--- src/rtl/timer_regs.sv ---
// Machine timer register block: 64-bit prescaled counter, 64-bit compare,
// sticky pending flag and level interrupt, with a coherent LO/HI read path.
module timer_regs #(
   parameter int          PRESC_W = 16,
   parameter logic [63:0] CMP_RST = 64'hFFFF_FFFF_FFFF_FFFF
) (
   input  logic        i_clk,
   input  logic        i_rst,
   input  logic        i_wr,
   input  logic        i_rd,
   input  logic        i_cs,
   input  logic [2:0]  i_addr,
   input  logic [31:0] i_data_in,
   output logic [31:0] o_data_out,
   output logic        o_irq
);

   localparam logic [2:0] A_CTRL    = 3'd0;
   localparam logic [2:0] A_PRESC   = 3'd1;
   localparam logic [2:0] A_MTIME_L = 3'd2;
   localparam logic [2:0] A_MTIME_H = 3'd3;
   localparam logic [2:0] A_CMP_L   = 3'd4;
   localparam logic [2:0] A_CMP_H   = 3'd5;

   logic               r_en;
   logic               r_ie;
   logic               r_per;
   logic               r_pend;
   logic [PRESC_W-1:0] r_presc;
   logic [PRESC_W-1:0] r_pcnt;
   logic [63:0]        r_mtime;
   logic [63:0]        r_cmp;
   logic [31:0]        r_hi_snap;
   logic [31:0]        r_data_out;
   logic               r_irq;

   logic               w_we;
   logic               w_re;
   logic               w_match;
   logic               w_tick;
   logic [PRESC_W-1:0] w_pcnt_nxt;
   logic [63:0]        w_mtime_nxt;
   logic               w_pend_nxt;
   logic               w_ie_nxt;
   logic [31:0]        w_rdata;

   // Next-state for counter, prescaler, pending flag, plus the read mux.
   always_comb begin
      w_we    = i_cs & i_wr;
      w_re    = i_cs & i_rd;
      w_match = (r_mtime >= r_cmp);
      w_tick  = r_en && (r_pcnt == '0);

      w_pcnt_nxt = r_pcnt;
      if (w_we && i_addr == A_PRESC)
         w_pcnt_nxt = i_data_in[PRESC_W-1:0];
      else if (r_en)
         w_pcnt_nxt = w_tick ? r_presc : r_pcnt - 1'b1;

      // A software write replaces only its half; the tick is dropped entirely.
      w_mtime_nxt = r_mtime;
      if (w_we && i_addr == A_MTIME_L)
         w_mtime_nxt = {r_mtime[63:32], i_data_in};
      else if (w_we && i_addr == A_MTIME_H)
         w_mtime_nxt = {i_data_in, r_mtime[31:0]};
      else if (w_tick)
         w_mtime_nxt = (r_per && w_match) ? 64'd0 : r_mtime + 64'd1;

      // Set beats write-1-to-clear when both happen in the same cycle.
      w_pend_nxt = r_pend;
      if (w_we && i_addr == A_CTRL && i_data_in[3])
         w_pend_nxt = 1'b0;
      if (w_match)
         w_pend_nxt = 1'b1;

      w_ie_nxt = (w_we && i_addr == A_CTRL) ? i_data_in[1] : r_ie;

      case (i_addr)
         A_CTRL:    w_rdata = {28'd0, r_pend, r_per, r_ie, r_en};
         A_PRESC:   w_rdata = 32'(r_presc);
         A_MTIME_L: w_rdata = r_mtime[31:0];
         A_MTIME_H: w_rdata = r_hi_snap;
         A_CMP_L:   w_rdata = r_cmp[31:0];
         A_CMP_H:   w_rdata = r_cmp[63:32];
         default:   w_rdata = 32'd0;
      endcase
   end

   // State registers, synchronous reset overrides everything.
   always_ff @(posedge i_clk) begin
      if (i_rst) begin
         r_en       <= 1'b0;
         r_ie       <= 1'b0;
         r_per      <= 1'b0;
         r_pend     <= 1'b0;
         r_presc    <= '0;
         r_pcnt     <= '0;
         r_mtime    <= 64'd0;
         r_cmp      <= CMP_RST;
         r_hi_snap  <= 32'd0;
         r_data_out <= 32'd0;
         r_irq      <= 1'b0;
      end else begin
         r_pcnt  <= w_pcnt_nxt;
         r_mtime <= w_mtime_nxt;
         r_pend  <= w_pend_nxt;
         r_ie    <= w_ie_nxt;
         r_irq   <= w_pend_nxt & w_ie_nxt;
         if (w_we && i_addr == A_CTRL) begin
            r_en  <= i_data_in[0];
            r_per <= i_data_in[2];
         end
         if (w_we && i_addr == A_PRESC)
            r_presc <= i_data_in[PRESC_W-1:0];
         if (w_we && i_addr == A_CMP_L)
            r_cmp[31:0] <= i_data_in;
         if (w_we && i_addr == A_CMP_H)
            r_cmp[63:32] <= i_data_in;
         if (w_re) begin
            r_data_out <= w_rdata;
            if (i_addr == A_MTIME_L)
               r_hi_snap <= r_mtime[63:32];
         end
      end
   end

   assign o_data_out = r_data_out;
   assign o_irq      = r_irq;

endmodule

--- config.mk ---
export PLATFORM = sky130hd
export DESIGN_NAME = timer_regs
export DESIGN_NICKNAME = d
export VERILOG_FILES = /design/src/rtl/timer_regs.sv
export SDC_FILE = /design/constraint.sdc
export NUM_CORES = 1
export LEC_CHECK = 0
export CORE_ASPECT_RATIO = 1.4
export CORE_MARGIN = 2
export CORE_UTILIZATION = 65
export CTS_CLUSTER_DIAMETER = 60
export DETAILED_ROUTE_END_ITERATION = 6
export HOLD_SLACK_MARGIN = 0.08
export PLACE_DENSITY = 0.91
export REMOVE_ABC_BUFFERS = 1
export SLEW_MARGIN = 0
export SYNTH_ARGS = -nofsm -noshare
export SYNTH_HDL_FRONTEND = slang
export SYNTH_SLANG_ARGS = --single-unit
--- constraint.sdc ---
create_clock -name i_clk -period 7.56 [get_ports i_clk]
set_input_delay 1.134 -clock i_clk [delete_from_list [all_inputs] [get_ports i_clk]]
set_output_delay 1.134 -clock i_clk [all_outputs]
set_load 0.02 [all_outputs]
==> results of run 1 <==
-- worst max-delay path: stages --
cell	delay, ns
clkdlybuf4s50_1	1.02
nand2b_1	0.20
buf_4	0.35
nor2_1	0.13
nand4b_2	0.79
buf_4	0.51
nand2_1	0.22
nand4_1	0.17
nor3_1	0.21
a21oi_1	0.06
a221oi_1	0.29
-- final cells by class --
class | count | area (um^2) | share of cell area (%)
sequential | 229 | 4580 | 31.4
clock buffer | 29 | 638 | 4.37
clock inverter | 12 | 174 | 1.19
multi-input combinational | 1238 | 7640 | 52.4
inverter | 86 | 323 | 2.21
timing repair buffer | 99 | 916 | 6.28
tap | 252 | 315 | 2.16
-- power groups by stage --
stage / Combinational, uW / Clock (uW) / Sequential, uW
6_report: 278 / 1240 / 1270
5_1_grt: 297 / 1290 / 1280
4_1_cts: 271 / 1240 / 1270
3_5_place_dp: 267 / 0 / 1300
3_3_place_gp: 259 / 0 / 1300
2_1_floorplan: 139 / 0 / 1290
-- placed cells by master (no fill, tap or decap), types with 8 or more instances in the layout --
cell / Yosys / routed
a31oi_1: 19 / 19
nand4_1: 40 / 40
o221ai_1: 8 / 8
and3_1: 29 / 29
nand2_1: 289 / 289
nor2_1: 94 / 94
o311ai_0: 8 / 8
o21ai_0: 76 / 76
ha_1: 66 / 66
nor3_1: 43 / 36
xor2_1: 15 / 15
a221o_1: 8 / 8
a22oi_1: 49 / 49
clkbuf_16: 0 / 23
o211ai_1: 69 / 69
nand3_1: 68 / 68
inv_1: 86 / 85
buf_4: 0 / 28
o22ai_1: 32 / 32
mux2i_1: 54 / 54
clkdlybuf4s50_1: 0 / 70
dfxtp_1: 229 / 229
and4_1: 10 / 10
xnor2_1: 16 / 16
a21oi_1: 135 / 134
nor4_1: 12 / 12
-- cells by family (layout without fill, tap and decap cells) --
family / after synthesis / after routing
mux: 58 / 58
buf+inv: 193 / 226
flops: 229 / 229
xor+xnor: 31 / 31
simple gates: 638 / 638
compound gates: 445 / 445
fa+ha+maj: 66 / 66
-- registers in the layout, summed over array words and instances, names as in the netlist --
register	cells
o_data_out	32
o_irq	1
r_cmp	64
r_en	1
r_hi_snap	32
r_ie	1
r_mtime	64
r_pcnt	16
r_pend	1
r_per	1
r_presc	16
-- per-stage QoR --
stage	instances	hold slack, ns	area (um^2)
2_1_floorplan	1553	0.427	12500
6_report	1945	0.453	14600
3_5_place_dp	1904	0.445	13800
4_1_cts	1945	0.454	14600
3_3_place_gp	1904	0.442	13800
5_1_grt	1945	0.476	14600
-- layer usage --
| metal | track usage (%) | up-vias | part of all wire [%] |
|---|---|---|---|
| li1 | - | 6057 | - |
| met1 | 47.4 | 6297 | 35 |
| met2 | 66.8 | 922 | 47 |
| met3 | 6.17 | 254 | 9.4 |
| met4 | 32.6 | 0 | 8.2 |
| met5 | 0 | - | 0 |
-- final timing paths --
kind                   endpoint  slack [ns]  cells after the start
setup / recovery    r_mtime[63]        2.89                     11
hold / removal    o_data_out[0]        0.45                      2
setup reg to reg    r_mtime[11]        3.43                      9
hold reg to reg   o_data_out[0]        0.45                      2
==> reports/metrics.yaml, run 1 <==
run_status: "completed"
place_ws_ns: 2.52
ys_seq_area_share_pct: 35.5
cts_tree: "yes"
r2r-start: "r_mtime[51]"
die_x_um: 123
yosys_warnings: 0
synth_edf_count: 0
path_max_fanout: 30
synthTopCellsByCount: "nand2_1 (289), dfxtp_1 (229), a21oi_1 (135)"
synth_ff_type: "dfxtp_1"
setup_tns_ns: 0
finalCritPeriodShare_pct: 61.7
synth.most_common_cell: "nand2_1"
row_count: 61
synth_fa_ha_area_share_pct: 6.39
drcViolationCount: 0
drv_cap: 0
dp_hpwl_mm: 29.2
start_util_pct: 65.6
worstPathRequired_ns: 7.98
syn-cell-area_mm2: 0.0129
final_layout_size_suffix_gt1_share_pct: 6.02
muxShareOfSynthArea_pct: 4.62
ys_ff_latch: 229
drtIter0Drc: 1444
async_flop_share_pct: 0
routedWlPerCell_um: 22.5
synth-compound-area-share_pct: 21.9
maxSlewHeadroom_pct: 16.1
finalPower_uw: 2790
fin_crit_ns: 4.67
vias_per_cell: 6.96
postCtsResizedCells: 0
ctsHoldBuffers: 0
diodes: 0
synth_xor_area_share_pct: 2.10
insertion_delay_ns: 0.52
path_class: "in -> reg"
totalWireLength_mm: 43.8
grt_pass1_vias: 13100
synthCells: 1660
coreArea_mm2: 0.0197
grt_usage_pct: 41.0
chipHeight_um: 171
syn_avg_cell_area_um2: 7.78
dieArea_mm2: 0.0210
crit_path_start_kind: "primary input"
drtPass1Iterations: 6
p_clk_share_pct: 44.4
finClkSkew_ns: 0.0112
final_hold_viol_count: 0
arrival_ns: 5.09
pwr-share-comb_pct: 10.0
cts_buffers: 23
cts_setup_buffers: 0
fin_ws_ns: 2.89
min-delay-start: "o_data_out[0]"
fmax_mhz: 214
p_seq_share_pct: 45.6
gp_congestion: 1.00
grt_pass1_wl_mm: 67.9
crit_start: "i_addr[2]"
utilization_pct: 74.1
yosysTopAreaCell: "dfxtp_1"
syn2layout_area_growth_pct: 13.0
synth_top_family_by_area: "simple AND/OR/NAND/NOR gates"
ant_nets: 0
grt_max_degree: 85
cp-end-kind: "flop"
yosys.cell_types.count: 71
hold_path_class: "reg -> reg"
root_buffer: "clkbuf_16"
fillers: 1478
p_per_area_mw_per_mm2: 191
p_int_uw: 2080
p_sw_share_pct: 25.6
clkSinkCount: 229
antenna_found_initial: 0
synth.top_cell.area_share_pct: 35.5
worst-slew-pin-transition_ns: 1.25
path_clk_slew_ns: 0.07
cts-htree-levels: 1
ios: 73
clock_path_buffers: 3
rsz0062_at_grt: "false"
maxSlewViolCount: 0
setup_viol_count_final: 0
switchingPower_uw: 716
p_leak_uw: 0.00596
vias: 13500
overflow: 0
synthSimpleGateAreaFrac_pct: 23.8
max-vdd-ir-drop_uv: 187
layout.nets: 1783
port_buffers: 72
yosys-top-cells-area: "dfxtp_1 (35%), nand2_1 (8.4%), ha_1 (6.4%)"
Power figures use the tool's default switching activity.
==> inputs of run 2 (changes only) <==
--- a/config.mk
+++ b/config.mk
@@ -7,11 +7,11 @@
 export LEC_CHECK = 0
 export CORE_ASPECT_RATIO = 1.4
 export CORE_MARGIN = 2
-export CORE_UTILIZATION = 65
+export CORE_UTILIZATION = 61
 export CTS_CLUSTER_DIAMETER = 60
 export DETAILED_ROUTE_END_ITERATION = 6
 export HOLD_SLACK_MARGIN = 0.08
-export PLACE_DENSITY = 0.91
+export PLACE_DENSITY = 0.86
 export REMOVE_ABC_BUFFERS = 1
 export SLEW_MARGIN = 0
 export SYNTH_ARGS = -nofsm -noshare
==> constraint.sdc (replaced) <==
create_clock -name i_clk -period 4.8 [get_ports i_clk]
set_input_delay 0.72 -clock i_clk [delete_from_list [all_inputs] [get_ports i_clk]]
set_output_delay 0.72 -clock i_clk [all_outputs]
set_load 0.02 [all_outputs]
==> run 2 against run 1 <==
Non-clock buffer count rose by 3. Sequential power rose by 58%. Clock-buffer cell count rose by 1. Via count fell by 0.41%. Routed wire length fell by 1.2%. Register-to-register slack got worse by 2.7 ns. Hold slack improved by 0.0011 ns. Combinational power rose by 58%. Utilization fell by 4.8 points. Final area fell by 0.40%. First-iteration DRC count rose by 6.5%. Clock skew rose by 0.013 ns.
==> reports/metrics.yaml, run 2 (synthesis results as in run 1) <==
reg_top3: "r_cmp: 64 flops, r_mtime: 64 flops"  # unchanged
gp_congestion: 1.01  # was 1.00
coreArea_mm2: 0.0210  # was 0.0197 mm^2
crit_path_start_kind: "flop"  # was primary input
drtPass1Iterations: 7  # was 6
cp_num_buf_inv: 0  # was 3
totalWireLength_mm: 43.3  # was 43.8 mm
chipHeight_um: 176  # was 171 um
dp_hpwl_mm: 29.9  # was 29.2 mm
routedWlPerCell_um: 22.1  # was 22.5 um
overflow: 0  # unchanged
maxSlewHeadroom_pct: 17.7  # was 16.1%
hold_slack_ns: 0.454  # was 0.453 ns
final_hold_viol_count: 0  # unchanged
row_count: 63  # was 61
cts_setup_buffers: 0  # unchanged
path_clk_slew_ns: 0.08  # was 0.07 ns
clkSinkCount: 229  # unchanged
ctsHoldBuffers: 0  # unchanged
crit_chain: "ha_1 -> a21oi_1 -> o21ai_0 -> a221oi_1 -> o21ai_0 -> a211o_1 -> o21ai_2 -> nand3_2 -> o311ai_0"  # was clkdlybuf4s50_1 -> nand2b_1 -> buf_4 -> nor2_1 -> nand4b_2 -> buf_4 -> nand2_1 -> nand4_1 -> nor3_1 -> a21oi_1 -> a221oi_1
use_met3_pct: 5.70  # was 6.17%
path_max_fanout: 19  # was 30
grtUsageMet2_pct: 63.5  # was 66.8%
layout_commonest_cell: "nand2_1"  # unchanged
maxSlewViolCount: 0  # unchanged
vias_per_cell: 6.89  # was 6.96
path_class: "reg -> reg"  # was in -> reg
start_util_pct: 61.6  # was 65.6%
clock_path_buffers: 3  # unchanged
fin_crit_ns: 4.11
fmax_mhz: 244
layout.nets: 1786  # was 1783
cpPeakStageDelay_ns: 0.58  # was 1.02 ns
p_seq_share_pct: 47.5  # was 45.6%
cp_top_family: "compound AO/OA/AOI/OAI gates"  # was buffers and inverters
syn2layout_area_growth_pct: 12.5  # was 13.0%
worstPathRequired_ns: 5.20  # was 7.98 ns
p_sw_share_pct: 26.8  # was 25.6%
path_common_cell: "o21ai_0"  # was buf_4
drtIter0Drc: 1538  # was 1444
ios: 73  # unchanged
port_buffers: 72  # unchanged
hold_path_class: "reg -> reg"  # unchanged
antenna_found_initial: 0  # unchanged
run_status: "completed"  # unchanged
drcViolationCount: 0  # unchanged
insertion_delay_ns: 0.53  # was 0.52 ns
grt_pass1_wl_mm: 68.1  # was 67.9 mm
finClkSkew_ns: 0.0242  # was 0.0112 ns
diodes: 0  # unchanged
postCtsResizedCells: 0  # unchanged
p_leak_uw: 0.00594  # was 0.00596 uW
final_cell_mix: "nand2_1 (289), dfxtp_1 (229), a21oi_1 (134)"  # unchanged
grt_pass1_vias: 13200  # was 13100
crit_slowest_cell: "o311ai_0"  # was clkdlybuf4s50_1
max-vdd-ir-drop_uv: 316  # was 187 uV
place_ws_ns: 0.964  # was 2.52 ns
p_clk_share_pct: 42.1  # was 44.4%
pwr-share-comb_pct: 10.4  # was 10.0%
vias: 13500  # about the same
p_per_area_mw_per_mm2: 291  # was 191 mW/mm^2
root_buffer: "clkbuf_16"  # unchanged
drv_cap: 0  # unchanged
die_x_um: 127  # was 123 um
finalCritPeriodShare_pct: 85.5
grt_max_degree: 65  # was 85
rsz0062_at_grt: "false"  # unchanged
cp-end-kind: "flop"  # unchanged
cts-htree-levels: 1  # unchanged
met1_usage_pct: 44.2  # was 47.4%
arrival_ns: 4.50  # was 5.09 ns
dieArea_mm2: 0.0224  # was 0.0210 mm^2
worst-slew-pin-transition_ns: 1.23  # was 1.25 ns
cts_tree: "yes"  # unchanged
setup_viol_count_final: 0  # unchanged
top_usage_layer: "met2"  # unchanged
fin_ws_ns: 0.694  # was 2.89 ns
final_layout_size_suffix_gt1_share_pct: 6.07  # was 6.02%
ant_nets: 0  # unchanged
switchingPower_uw: 1130  # was 716 uW
setup_tns_ns: 0  # unchanged
grt_usage_pct: 37.9  # was 41.0%
p_int_uw: 3100  # was 2080 uW
cts_buffers: 23  # unchanged
-- run 2: changes by cell type in the layout (fill, tap and decap cells not counted), sizes merged --
cell	delta
clkinvlp	-2
clkbuf	+1
buf	+3
clkinv	+4
bufinv	-3
-- run 2: layer usage --
metal  wire length [um]  vias up
met5                  0        -
met4               3240        0
met3               3900      241
met2              20600      869
met1              15600     6283
li1                   -     6081
-- run 2: tightest hold or removal path, cell delays in order (launching register included) --
cell	delay (ns)
dfxtp_1	0.31
nand2_1	0.05
a21oi_1	0.05
-- run 2: cell type report --
cell class / count / area, um^2
inverters: 86 / 323
flip-flops and latches: 229 / 4580
repair buffers: 102 / 938
clock inverters: 11 / 88.8
clock buffers: 30 / 632
multi-input cells: 1238 / 7640
well taps: 260 / 325
fillers: 1708 / 6440
-- run 2: power groups by stage --
stage	Clock, uW	Combinational [uW]	Sequential, uW
floorplan	0	219	2040
global placement	0	414	2040
detailed placement	0	425	2050
CTS	1770	429	2000
global route	1840	470	2010
finish	1780	439	2010
-- run 2: final timing paths --
path,cells after the start,end,from,slack [ns]
worst min-delay path,2,o_data_out[0],o_data_out[0],0.45
worst max register to register,9,r_mtime[23],r_mtime[51],0.69
worst max-delay path,9,r_mtime[23],r_mtime[51],0.69
worst min register to register,2,o_data_out[0],o_data_out[0],0.45
-- run 2: through the flow --
step                power [uW]  std cells  instance area [um^2]  utilization (%)
floorplan                 2260       1553                 12500                -
global placement          2460       1915                 13800             65.9
detailed placement        2470       1915                 13800             65.9
CTS                       4210       1956                 14500             69.3
global route              4320       1956                 14500             69.3
finish                    4230       1956                 14500             69.3
==> inputs of run 3 (changes only) <==
--- a/config.mk
+++ b/config.mk
@@ -6,11 +6,11 @@
 export NUM_CORES = 1
 export LEC_CHECK = 0
 export CORE_ASPECT_RATIO = 1.4
-export CORE_MARGIN = 2
 export CORE_UTILIZATION = 61
 export CTS_CLUSTER_DIAMETER = 60
 export DETAILED_ROUTE_END_ITERATION = 6
 export HOLD_SLACK_MARGIN = 0.08
+export MAX_ROUTING_LAYER = met4
 export PLACE_DENSITY = 0.86
 export REMOVE_ABC_BUFFERS = 1
 export SLEW_MARGIN = 0
==> run 3 against run 2 <==
The flow now finishes with violations (DRC). Routed wire length rose by 0.69%. Combinational power is essentially flat. Setup slack gained 0.47 ns. Clock-buffer cell count up 2. Flip-flop and latch count unchanged. Die area decreased by 2.7%. Fmax grew 13%. Critical path depth up 1. Total power grew 1.7%. Utilization grew 1.4 points. Critical endpoint is now r_mtime[63]. Sequential power hardly changed. Clock power up 4%.
==> reports/metrics.yaml, run 3 (synthesis results as in run 1) <==
maxSlewHeadroom_pct: 14.1  # was 17.7%
switchingPower_uw: 1120  # was 1130 uW
finalCritPeriodShare_pct: 75.8  # was 85.5%
coreArea_mm2: 0.0206  # was 0.0210 mm^2
grt_pass1_vias: 12800  # was 13200
p_per_area_mw_per_mm2: 295  # was 291 mW/mm^2
p_clk_share_pct: 43.1  # was 42.1%
worstPathRequired_ns: 5.18  # was 5.20 ns
grt_usage_pct: 40.8  # was 37.9%
insertion_delay_ns: 0.53  # about the same
final_hold_viol_count: 0  # unchanged
dpl.cell_count: 1914  # was 1915
ant_nets: 0  # unchanged
vias: 13400  # was 13500
grt_pass1_wl_mm: 69.0  # was 68.1 mm
cts_tree: "yes"  # unchanged
clkSinkCount: 229  # unchanged
cp-end-kind: "flop"  # unchanged
reg_top3: "r_cmp: 64 flops, r_mtime: 64 flops"  # unchanged
hold_path_class: "reg -> reg"  # unchanged
setup_viol_count_final: 0  # unchanged
ios: 73  # unchanged
die_x_um: 125  # was 127 um
port_buffers: 72  # unchanged
hold_depth: 2  # unchanged
postCtsResizedCells: 0  # unchanged
drcViolationCount: 12  # was 0
drtIter0Drc: 1281  # was 1538
p_seq_share_pct: 46.7  # was 47.5%
maxSlewViolCount: 0  # unchanged
rsz0062_at_grt: "false"  # unchanged
run_status: "finished, violations left"  # was completed
p_leak_uw: 0.00598  # was 0.00594 uW
layout.nets: 1789  # was 1786
path_clk_slew_ns: 0.07  # was 0.08 ns
fin_crit_ns: 3.64  # was 4.11 ns
cts_setup_buffers: 0  # unchanged
overflow: 0  # unchanged
path_max_fanout: 11  # was 19
syn2layout_area_growth_pct: 13.0  # was 12.5%
clock_path_buffers: 3  # unchanged
max-vdd-ir-drop_uv: 308  # was 316 uV
stdcell_count: 1957  # was 1956
drv_cap: 0  # unchanged
grt_max_degree: 67  # was 65
vias_per_cell: 6.85  # was 6.89
routedWlPerCell_um: 22.3  # was 22.1 um
cts-htree-levels: 1  # unchanged
path_class: "reg -> reg"  # unchanged
dieArea_mm2: 0.0218  # was 0.0224 mm^2
dp_hpwl_mm: 30.3  # was 29.9 mm
start_util_pct: 62.6  # was 61.6%
placed_cell_area_mm2: 0.0138  # about the same
final_cell_mix: "nand2_1 (289), dfxtp_1 (229), a21oi_1 (134)"  # unchanged
root_buffer: "clkbuf_16"  # unchanged
arrival_ns: 4.02  # was 4.50 ns
crit_path_start_kind: "flop"  # unchanged
chipHeight_um: 174  # was 176 um
antenna_found_initial: 2  # was 0
finClkSkew_ns: 0.0255  # was 0.0242 ns
final_layout_size_suffix_gt1_share_pct: 6.24  # was 6.07%
reg2regPathDepth: 10  # was 9
worst-slew-pin-transition_ns: 1.28  # was 1.23 ns
utilization_pct: 70.7  # was 69.3%
layout_commonest_cell: "nand2_1"  # unchanged
row_count: 62  # was 63
violations: "DRC"
final_area_mm2: 0.0146  # was 0.0145 mm^2
gp_congestion: 1.02  # was 1.01
p_sw_share_pct: 26.0  # was 26.8%
totalWireLength_mm: 43.6  # was 43.3 mm
drtPass1Iterations: 7  # unchanged
pwr-share-comb_pct: 10.2  # was 10.4%
p_int_uw: 3180  # was 3100 uW
ctsHoldBuffers: 0  # unchanged
fmax_mhz: 275  # was 244 MHz
cts_buffers: 23  # unchanged
==> run 3: cell types whose count changed in the layout (fill, tap and decap cells not counted) <==
cell	previous run	this run
clkbuf_8	3	5
buf_4	31	34
bufinv_16	1	2
clkinv_4	1	0
diode_2	0	2
inv_6	0	1
clkinv_2	7	6
clkinvlp_4	2	0
==> run 3: layout make-up <==
type,count,area (um^2)
Sequential cell,229,4580
Clock buffer,32,659
Tap cell,256,320
Multi-Input combinational cell,1238,7640
Clock inverter,9,98.8
Fill cell,1675,6040
Inverter,86,323
Antenna cell,2,5.00
Timing Repair Buffer,105,961
==> run 3: per-stage QoR <==
step | setup WS, ns | setup TNS, ns | power (uW) | hold WS (ns)
after floorplan | -0.0883 | -5.64 | 2260 | 0.427
after global placement | 0.940 | 0 | 2460 | 0.443
after detailed placement | 0.860 | 0 | 2470 | 0.451
after CTS | 1.22 | 0 | 4290 | 0.459
after global routing | 0.825 | 0 | 4410 | 0.471
final | 1.16 | 0 | 4300 | 0.457
==> run 3: path summary, 6_finish.rpt <==
check,startpoint,end,slack [ns]
setup / recovery,r_cmp[63],r_mtime[63],1.16
hold reg to reg,r_hi_snap[12],r_hi_snap[12],0.46
hold / removal,r_hi_snap[12],r_hi_snap[12],0.46
setup reg to reg,r_cmp[63],r_mtime[63],1.16
==> run 3: worst max-delay path: stages (launching register included) <==
cell      delay (ns)
dfxtp_1         0.34
inv_1           0.08
ha_1            0.34
nand4_1         0.26
nor4_1          0.69
nand3_1         0.31
a211oi_1        0.51
o21ai_2         0.25
buf_4           0.27
nand2_1         0.29
a221oi_1        0.16
==> run 3: metal layers <==
metal | track usage [%] | share of wire, %
met1 | 47.2 | 38
met2 | 67.9 | 48
met3 | 4.92 | 8.0
met4 | 24.3 | 5.7
met5 | - | 0
==> run 3: power groups by stage <==
stage | Sequential (uW) | Combinational (uW) | Clock [uW]
after floorplan | 2040 | 219 | 0
final | 2010 | 440 | 1850
after global routing | 2010 | 474 | 1930
after detailed placement | 2050 | 429 | 0
after CTS | 2000 | 431 | 1850
after global placement | 2040 | 418 | 0
==> edit 1 (config.mk and constraints of run 2) <==
`PRESC_W`: 16 -> 32.
--- a/src/rtl/timer_regs.sv
+++ b/src/rtl/timer_regs.sv
@@ -3,3 +3,3 @@
 module timer_regs #(
-   parameter int          PRESC_W = 16,
+   parameter int          PRESC_W = 32,
    parameter logic [63:0] CMP_RST = 64'hFFFF_FFFF_FFFF_FFFF
Function: changed (Yosys sat finds a counterexample within 4 cycles, from zero or initial values and one cycle with i_rst high).
==> edit 1 against run 2 <==
Power grew 21%. Sequential power is 13% higher. Cell area increased by 10%. Sequential cell count up 32. Clock skew decreased by 0.011 ns. Setup slack improved by 0.47 ns. Cell count is 9.8% higher. Synthesized area grew 9.4%. Routed wire length increased by 19%. Sequential share of layout area grew 1.1 points. Highest routed layer unchanged. Combinational power up 22%. Global-route usage is 3.1 points higher. Non-clock buffer count is the same.
==> edit 1: results (changes against run 2) <==
metric	value	unit	change
track_usage	41.0	%	+3.1 points
gp_congestion	1.01		+0.58%
synth_compound_gate_area_share	23.7	%	+1.8 points
critPathLaunch	r_pcnt[0]		
synth_area_leaders	dfxtp_1 (37%), nand2_1 (9.1%), a21oi_1 (6.2%)		
tightest_slew	1.17	ns	-0.0595 ns
multi_input_area_share	51.1	%	-1.4 points
wl_per_cell	23.9	um	+8.1%
clkTransAtPathRegs	0.06	ns	-0.02 ns
min_from	r_hi_snap[16]		
max-vdd-ir-drop	0.334	mV	+5.5%
cts_buffers	28		+22%
synth_mux_area_share	3.83	%	-0.79 points
synthTopCellsByCount	nand2_1 (341), dfxtp_1 (261), a21oi_1 (175)		
drt_iter0_markers	1974		+28%
dieWidth	133	um	+4.5%
ys_seq_area_share	37.0	%	+1.5 points
viasPerCell	6.93		+0.66%
clk_latency	0.55	ns	+0.02 ns
first_pass_iters	6		-1
dp_hpwl	34800	um	+16%
reg2regPathDepth	11		+2
hold_end	r_hi_snap[16]		
nFillCells	1710		+0.12%
status	complete, no violations		
critical_path_arrival	4.10	ns	-0.40 ns
final.min_clock_period	3.63	ns	-0.474 ns
seq_area_share	32.7	%	+1.1 points
ys_types	70		-1.4%
hold_slack	0.456	ns	+0.00238 ns
skew	0.0130	ns	-0.0113 ns
synth_fa_ha_area_share	5.84	%	-0.55 points
avgSynthCellArea	7.78	um2	about the same
place_ws	1.21	ns	+0.251 ns
synthXorXnorAreaFrac	2.79	%	+0.69 points
multi_input_area	8170	um2	+7.0%
r2r-end	r_mtime[1]		
grt_pass1_vias	14200		+7.8%
[edit 1: routing by layer]
metal	GRT usage (%)	vias up	part of all wire (%)
met5	0	-	0
met4	39.1	0	12
met3	6.96	370	9.7
met2	66.8	1072	44
met1	45.2	6918	34
li1	-	6534	-
[edit 1: critical path: cells and delay by family, from the launching register on]
kind / cells / cell delay [ns]
and+or+nand+nor: 5 / 1.88
AOI/OAI and AO/OA: 3 / 0.72
adders and majority gates: 1 / 0.18
DFF: 1 / 0.35
buffers and inverters: 2 / 0.40
[edit 1: where the power goes]
part | total [mW] | switching (mW) | internal, mW | leakage, nW
Combinational | 0.534 | 0.349 | 0.185 | 3.85
Sequential | 2.27 | 0.0544 | 2.21 | 2.11
Clock | 2.31 | 0.928 | 1.38 | 0.472
Total | 5.11 | 1.33 | 3.78 | 6.44
==> edit 2 (flow settings as in run 2) <==
Made on the original files. The output `o_irq` loses its register stage (`r_irq` becomes a continuous assignment).
--- a/src/rtl/timer_regs.sv
+++ b/src/rtl/timer_regs.sv
@@ -101,3 +101,2 @@
          r_data_out <= 32'd0;
-         r_irq      <= 1'b0;
       end else begin
@@ -107,3 +106,2 @@
          r_ie    <= w_ie_nxt;
-         r_irq   <= w_pend_nxt & w_ie_nxt;
          if (w_we && i_addr == A_CTRL) begin
@@ -126,2 +124,4 @@
 
+   assign r_irq = w_pend_nxt & w_ie_nxt;
+
    assign o_data_out = r_data_out;
Formal check against the unedited RTL: not equivalent (a bounded check fails within 4 cycles, from zero or initial values and one cycle with i_rst high).
==> edit 2 against run 2 <==
Die area fell by 1.1%. Largest cell class unchanged. Register-to-register slack improved by 0.25 ns. Routed wire length is 2.1% lower. Global-route usage fell by 0.91 points. Cell area rose by 0.25%. Power increased by 4.1%. Critical path depth grew 1. Sequential cell count fell by 1. The flow now finishes with violations (design-rule violations). Synthesized cell count down 2.2%. Cell count shrank 1.7%. Worst hold slack got worse by 0.0030 ns. Setup slack worse by 0.29 ns. Synthesized area shrank 1.1%.
==> edit 2: results (changes against run 2) <==
metric	value	unit	change
crit_family	simple AND/OR/NAND/NOR gates		
synthTopCellsByCount	nand2_1 (252), dfxtp_1 (228), nor2_1 (149)		
ctsResizeCount	2		+2
leakage	6.04	nW	+1.6%
layout-drive-gt1-share	6.42	%	+0.35 points
synth_compound_gate_area_share	20.7	%	-1.1 points
status	finished with violations		
gp_congestion	1.01		+0.52%
grt_max_degree	102		+57%
rrSetupSlack	0.94	ns	+0.25 ns
nets	1757		-1.6%
critPathMaxFanout	3		-16
synthXorXnorAreaFrac	3.15	%	+1.1 points
hold_end	o_data_out[1]		
cpPeakStageDelay	0.62	ns	+0.04 ns
ys_types	71		unchanged
nFillCells	1588		-7.0%
violations	design-rule violations		
postLayoutSetupSlackWorst	0.408	ns	-0.285 ns
min_from	o_data_out[1]		
hold_slack	0.451	ns	-0.00303 ns
grt_pass1_wl	66100	um	-3.0%
netlist.area_leader.share	35.7	%	+0.25 points
crit_end	o_irq		
synth_fa_ha_area_share	6.47	%	+0.073 points
max-vdd-ir-drop	0.292	mV	-7.7%
route.detailed.drc	4		+4
r2r_start	r_mtime[7]		
antenna_found_initial	0		unchanged
skew	0.0134	ns	-0.0109 ns
cpMaxStageDelayCell	or4b_2		
syn_inst	1624		-2.2%
comb_power_share	9.6	%	-0.8 points
slew_headroom	38.3	%	+21 points
routed_wirelength	42400	um	-2.1%
reg2regPathDepth	8		-1
synth_area_leaders	dfxtp_1 (36%), nand2_1 (7.4%), ha_1 (6.5%)		
vias	13100		-2.7%
dpl_cell_area	13700	um2	-0.73%
fin_cells	1922		-1.7%
track_usage	37.0	%	-0.91 points
drt_iter0_markers	1394		-9.4%
p_per_area	302	nW/um2	+3.8%
edit 2: kinds of logic (layout without fill, tap and decap cells):
| logic type | after synthesis | count (layout) |
|---|---|---|
| XOR/XNOR | 46 | 46 |
| buffers and inverters | 192 | 234 |
| multiplexers | 61 | 61 |
| AO/OA/AOI/OAI | 405 | 405 |
| AND/OR/NAND/NOR | 626 | 626 |
| flip-flops | 228 | 228 |
| adder cells (fa/ha/maj) | 66 | 66 |
edit 2: layout make-up:
| cell class | instances | area, um2 | area share (%) |
|---|---|---|---|
| sequential | 228 | 4560 | 31.3 |
| clock buffer | 29 | 638 | 4.38 |
| inverter | 82 | 308 | 2.11 |
| timing repair buffer | 112 | 1020 | 7.02 |
| clock inverter | 11 | 185 | 1.27 |
| tap | 256 | 320 | 2.20 |
| multi-input combinational | 1204 | 7530 | 51.7 |
edit 2: per-layer routing:
layer	vias to the layer above	global-route usage (%)	part of all wire, %
met5	-	0	0
met4	0	27.7	8.5
met3	267	5.76	10
met2	881	62.7	47
met1	6090	41.6	34
li1	5866	-	-
